==> config.mk <==
export PLATFORM = sky130hd
export DESIGN_NAME = seg7_scan_driver
export DESIGN_NICKNAME = d
export VERILOG_FILES = /design/src/rtl/seg7_scan_driver.sv
export SDC_FILE = /design/constraint.sdc
export NUM_CORES = 1
export LEC_CHECK = 0
export ABC_AREA = 1
export CORE_UTILIZATION = 50
export DETAILED_ROUTE_END_ITERATION = 12
export PLACE_DENSITY_LB_ADDON = 0.2
export SLEW_MARGIN = 20
export SYNTH_ARGS = -nofsm -noshare
export SYNTH_HDL_FRONTEND = slang
export SYNTH_SLANG_ARGS = --single-unit
export TNS_END_PERCENT = 1
==> constraint.sdc <==
create_clock -name clk -period 2.6 [get_ports clk]
set_clock_uncertainty 0.2 [all_clocks]
set_input_delay 0.52 -clock clk [delete_from_list [all_inputs] [get_ports clk]]
set_output_delay 0.52 -clock clk [all_outputs]
set_load 0.01 [all_outputs]
==> src/rtl/seg7_scan_driver.sv <==
// Eight-digit multiplexed 7-segment driver. Scans one digit per DIGIT_TICKS
// cycles and shows a shadowed image that is only reloaded on frame boundaries.
module seg7_scan_driver #(
    parameter int unsigned DIGIT_TICKS = 100000
) (
    input  logic        clk,
    input  logic        reset,
    input  logic [31:0] data_i,
    input  logic [7:0]  dp_i,
    input  logic [7:0]  en_i,
    input  logic        lz_i,
    output logic [6:0]  HEX,
    output logic        DP,
    output logic [7:0]  AN
);

    localparam int unsigned CW = (DIGIT_TICKS > 2) ? $clog2(DIGIT_TICKS) : 1;

    logic [CW-1:0] cnt_q, cnt_d;
    logic [2:0]    idx_q, idx_d;
    logic [31:0]   data_q;
    logic [7:0]    dp_q;
    logic [7:0]    en_q;
    logic          lz_q;
    logic          load_pending_q;

    logic          tick;
    logic          load;
    logic [2:0]    top;
    logic [3:0]    nib;
    logic          visible;
    logic [6:0]    hex_d;
    logic          dp_d;
    logic [7:0]    an_d;

    function automatic logic [6:0] hex_font(input logic [3:0] n);
        case (n)
            4'h0: hex_font = 7'b1000000;
            4'h1: hex_font = 7'b1111001;
            4'h2: hex_font = 7'b0100100;
            4'h3: hex_font = 7'b0110000;
            4'h4: hex_font = 7'b0011001;
            4'h5: hex_font = 7'b0010010;
            4'h6: hex_font = 7'b0000010;
            4'h7: hex_font = 7'b1111000;
            4'h8: hex_font = 7'b0000000;
            4'h9: hex_font = 7'b0010000;
            4'hA: hex_font = 7'b0001000;
            4'hB: hex_font = 7'b0000011;
            4'hC: hex_font = 7'b1000110;
            4'hD: hex_font = 7'b0100001;
            4'hE: hex_font = 7'b0000110;
            default: hex_font = 7'b0001110;
        endcase
    endfunction

    always_comb begin
        tick  = (cnt_q == CW'(DIGIT_TICKS - 1));
        cnt_d = tick ? '0 : cnt_q + CW'(1);
        idx_d = tick ? idx_q + 3'd1 : idx_q;
        load  = load_pending_q || (tick && (idx_q == 3'd7));

        // Highest nonzero nibble; stays 0 for an all-zero value so digit 0 always shows.
        top = '0;
        for (int unsigned i = 0; i < 8; i++) begin
            if (data_q[4*i +: 4] != 4'h0) top = 3'(i);
        end

        nib     = data_q[{idx_q, 2'b00} +: 4];
        visible = en_q[idx_q] && !(lz_q && (idx_q > top));

        hex_d = 7'h7F;
        dp_d  = 1'b1;
        an_d  = '1;
        if (!tick && visible) begin
            hex_d = hex_font(nib);
            dp_d  = ~dp_q[idx_q];
            an_d  = ~(8'd1 << idx_q);
        end
    end

    always_ff @(posedge clk) begin
        if (reset) begin
            cnt_q          <= '0;
            idx_q          <= '0;
            data_q         <= '0;
            dp_q           <= '0;
            en_q           <= '0;
            lz_q           <= 1'b0;
            load_pending_q <= 1'b1;
            HEX            <= 7'h7F;
            DP             <= 1'b1;
            AN             <= '1;
        end else begin
            cnt_q <= cnt_d;
            idx_q <= idx_d;
            if (load) begin
                data_q         <= data_i;
                dp_q           <= dp_i;
                en_q           <= en_i;
                lz_q           <= lz_i;
                load_pending_q <= 1'b0;
            end
            HEX <= hex_d;
            DP  <= dp_d;
            AN  <= an_d;
        end
    end

endmodule

==> results.toml <==
[status]
status = "completed"

[timing]
fmax_mhz = 423
rsz0062_at_grt = "no"
tightest_slew_ns = 0.845
slew_violations = 0
finalCritPeriodShare = 0.910
setup_tns_ns = 0
finalSetupViolations = 0
post-route-min-period_ns = 2.37
hold_viol = 0
setup_ws_ns = 0.233
relSlewSlack = 0.437

[detailed_routing]
wl_met3_um = 425
routedWlPerCell_um = 11.7
drt-total-wl_mm = 9.85
ant_nets = 0
initialDrtViolationCount = 210
highest_layer = "met4"
wl_met2_mm = 4.58
vias_per_cell = 4.98
num_vias = 4201
drc = 0
dr.pass1.iters = 5
wl_met1_mm = 4.72

[clock_network]
htreeDepth = 3
numCtsBuffers = 9
cts.sinks = 86
clk_pin_slew_ns = 0.08
clock-root-buffer = "clkbuf_8"
clk-insertion-delay-late_ns = 0.36
cts_tree = "built"
cts_buffer_depth = 2
cts_hold_buf = 0

[power]
netSwitchingPower_w = 0.000688
p_leak_nw = 2.49
clock_power_share = 0.334
ir_drop_v = 0.000307
power_frac_comb = 0.144
power_switching_share = 0.256
power_frac_seq = 0.522
power.internal_w = 0.00200
pwr_density_cell_mw_per_mm2 = 501

[critical_path]
reg2reg_depth = 12
start_kind = "flip-flop"
crit_type = "reg -> reg"
cp_max_fo = 8
cp.arrival_ns = 2.40
worstSetupStartpoint = "data_q[16]$_SDFFE_PP0P_"
reg2reg_from = "data_q[16]$_SDFFE_PP0P_"
crit_path_cell_trace = "nor4_1, nand2_1, a21oi_1, nor2_1, ha_1, nand3_1, nand2_1, inv_1, nand2_1, nand3_1, nor2_4, nand3_1"
cp_slowest_cell = "nor4_1"
max_stage_delay_ns = 0.40
worst-path-buf-inv = 1
r2r_setup_slack_ns = 0.23
required_ns = 2.63
cp-end-kind = "flip-flop"
critical-path-top-delay-family = "simple AND/OR/NAND/NOR gates"
timing.rr.end = "HEX[2]$_SDFF_PP1_"

[cells_and_area]
fin_util = 0.619
antennaDiodeCount = 0
stdcell_area_mm2 = 0.00537
drive_gt1_frac = 0.0761
synthToLayoutAreaGrowth_pct = 20.2
fillers = 830
nets = 799

[place]
dp_hpwl_mm = 7.02
gp_congestion = 0.884
pre_cts_slack_ns = 0.131
portBuffers = 66
placed_area_mm2 = 0.00517

[global_route]
grt_max_degree = 50
grt_pass1_wl_mm = 16.5
grt_remaining_overflow = 0
first_global_vias = 3848
grtUsageTotal = 0.227
grt_antenna_before_repair = 0

[synth]
synth_top_family_by_area = "simple AND/OR/NAND/NOR gates"
synth_compound_area_frac = 0.0297
synth-seq-area-share = 0.386
synth.top_cell.area_share = 0.386
synth_xor_area_frac = 0.0137
synth_top_area_cell = "dfxtp_1"
synth-adder-area-share = 0.0448
syn_nets = 743
synth_top_cells_by_area = "dfxtp_1 (39%), nand2_1 (14%), nand3_1 (11%)"
ys_seq_elements = 86
synth_mux_area_frac = 0
synth-simple-area-share = 0.419
netlist_area_mm2 = 0.00447
ys_warn_count = 0
ys_types = 23
syn_inst = 676
post_synth.cell_area_avg_um2 = 6.61

[hold_path]
hold_depth = 1
hold_class = "reg -> reg"
min_to = "cnt_q[0]$_SDFF_PP0_"
hold_start = "cnt_q[0]$_SDFF_PP0_"

[floorplanning]
dieArea_mm2 = 0.00931
num_rows = 34
ios = 67
core-area_mm2 = 0.00868
die_w_um = 96.5
initial_core_util = 0.515
die_h_um = 96.5

[run]
drv_cap = 0
## stage by stage
stage,hold slack [ns],cells,power (W)
after floorplan,0.218,676,0.00168
after global placement,0.226,829,0.00181
after detailed placement,0.256,829,0.00182
after CTS,0.268,844,0.00271
after global routing,0.312,844,0.00283
final,0.261,844,0.00269
## cell usage in the layout (no fill, tap or decap), drive strengths merged
master and instances:
nand2 162, a21oi 15, nand4 7, a211oi 1
buf 9, bufinv 1, nor2 132, or2 1
dfxtp 86, clkinvlp 1, o21ai 10, clkdlybuf4s50 66
nor4 4, nor3 7, inv 87, xor2 7
nand3 111, ha 16, clkbuf 12, clkinv 1
## area by class of cell
type | count | area [um2] | share of cell area
Inverter | 87 | 327 | 0.0608
Timing Repair Buffer | 75 | 728 | 0.136
Clock buffer | 12 | 135 | 0.0252
Multi-Input combinational cell | 473 | 2270 | 0.424
Clock inverter | 3 | 46.3 | 0.00862
Sequential cell | 86 | 1720 | 0.321
Tap cell | 108 | 135 | 0.0252
## power by group through the flow
stage / clock (W) / sequential [W] / combinational (W)
floorplan: 0 / 0.00143 / 0.000242
global placement: 0 / 0.00143 / 0.000377
detailed placement: 0 / 0.00144 / 0.000384
CTS: 0.000921 / 0.00140 / 0.000387
global route: 0.000979 / 0.00141 / 0.000442
finish: 0.000898 / 0.00141 / 0.000387
## flip-flops by register name, indices dropped and copies added, names as in the netlist, 3 cells and up
name    flops
data_q     32
cnt_q      17
AN          8
dp_q        8
en_q        8
HEX         7
idx_q       3
## repair_timing
item,in CTS,in global routing
setup endpoints to repair,0,12
gates resized for setup,0,2
setup buffers,0,0
## logic make-up after synthesis
group / after synthesis
AOI/OAI and AO/OA: 26
xor gates and xnor gates: 7
adders and majority gates: 16
buffers and inverters: 117
DFF: 86
and+or+nand+nor: 424
## per-layer routing
layer | vias up | GRT usage
li1 | 2212 | -
met1 | 1873 | 0.286
met2 | 101 | 0.385
met3 | 15 | 0.0438
met4 | 0 | 0.0797
met5 | - | 0
## cells in the mapped netlist (all sizes together)
master    n
ha       16
nand2   162
a21oi    15
clkbuf   13
nand3   111
nor4      4
xor2      7
o21ai    10
nor2    132
nor3      7
dfxtp    86
a211oi    1
or2       1
nand4     7
inv      87
buf      17
## worst max path at each step
stage                             end  depth (start not counted)
floorplan           HEX[1]$_SDFF_PP1_                         12
global placement    HEX[6]$_SDFF_PP1_                         12
global route        HEX[2]$_SDFF_PP1_                         15
finish              HEX[2]$_SDFF_PP1_                         12
CTS                 HEX[2]$_SDFF_PP1_                         10
detailed placement  HEX[2]$_SDFF_PP1_                         10
Power figures use the tool's default switching activity.
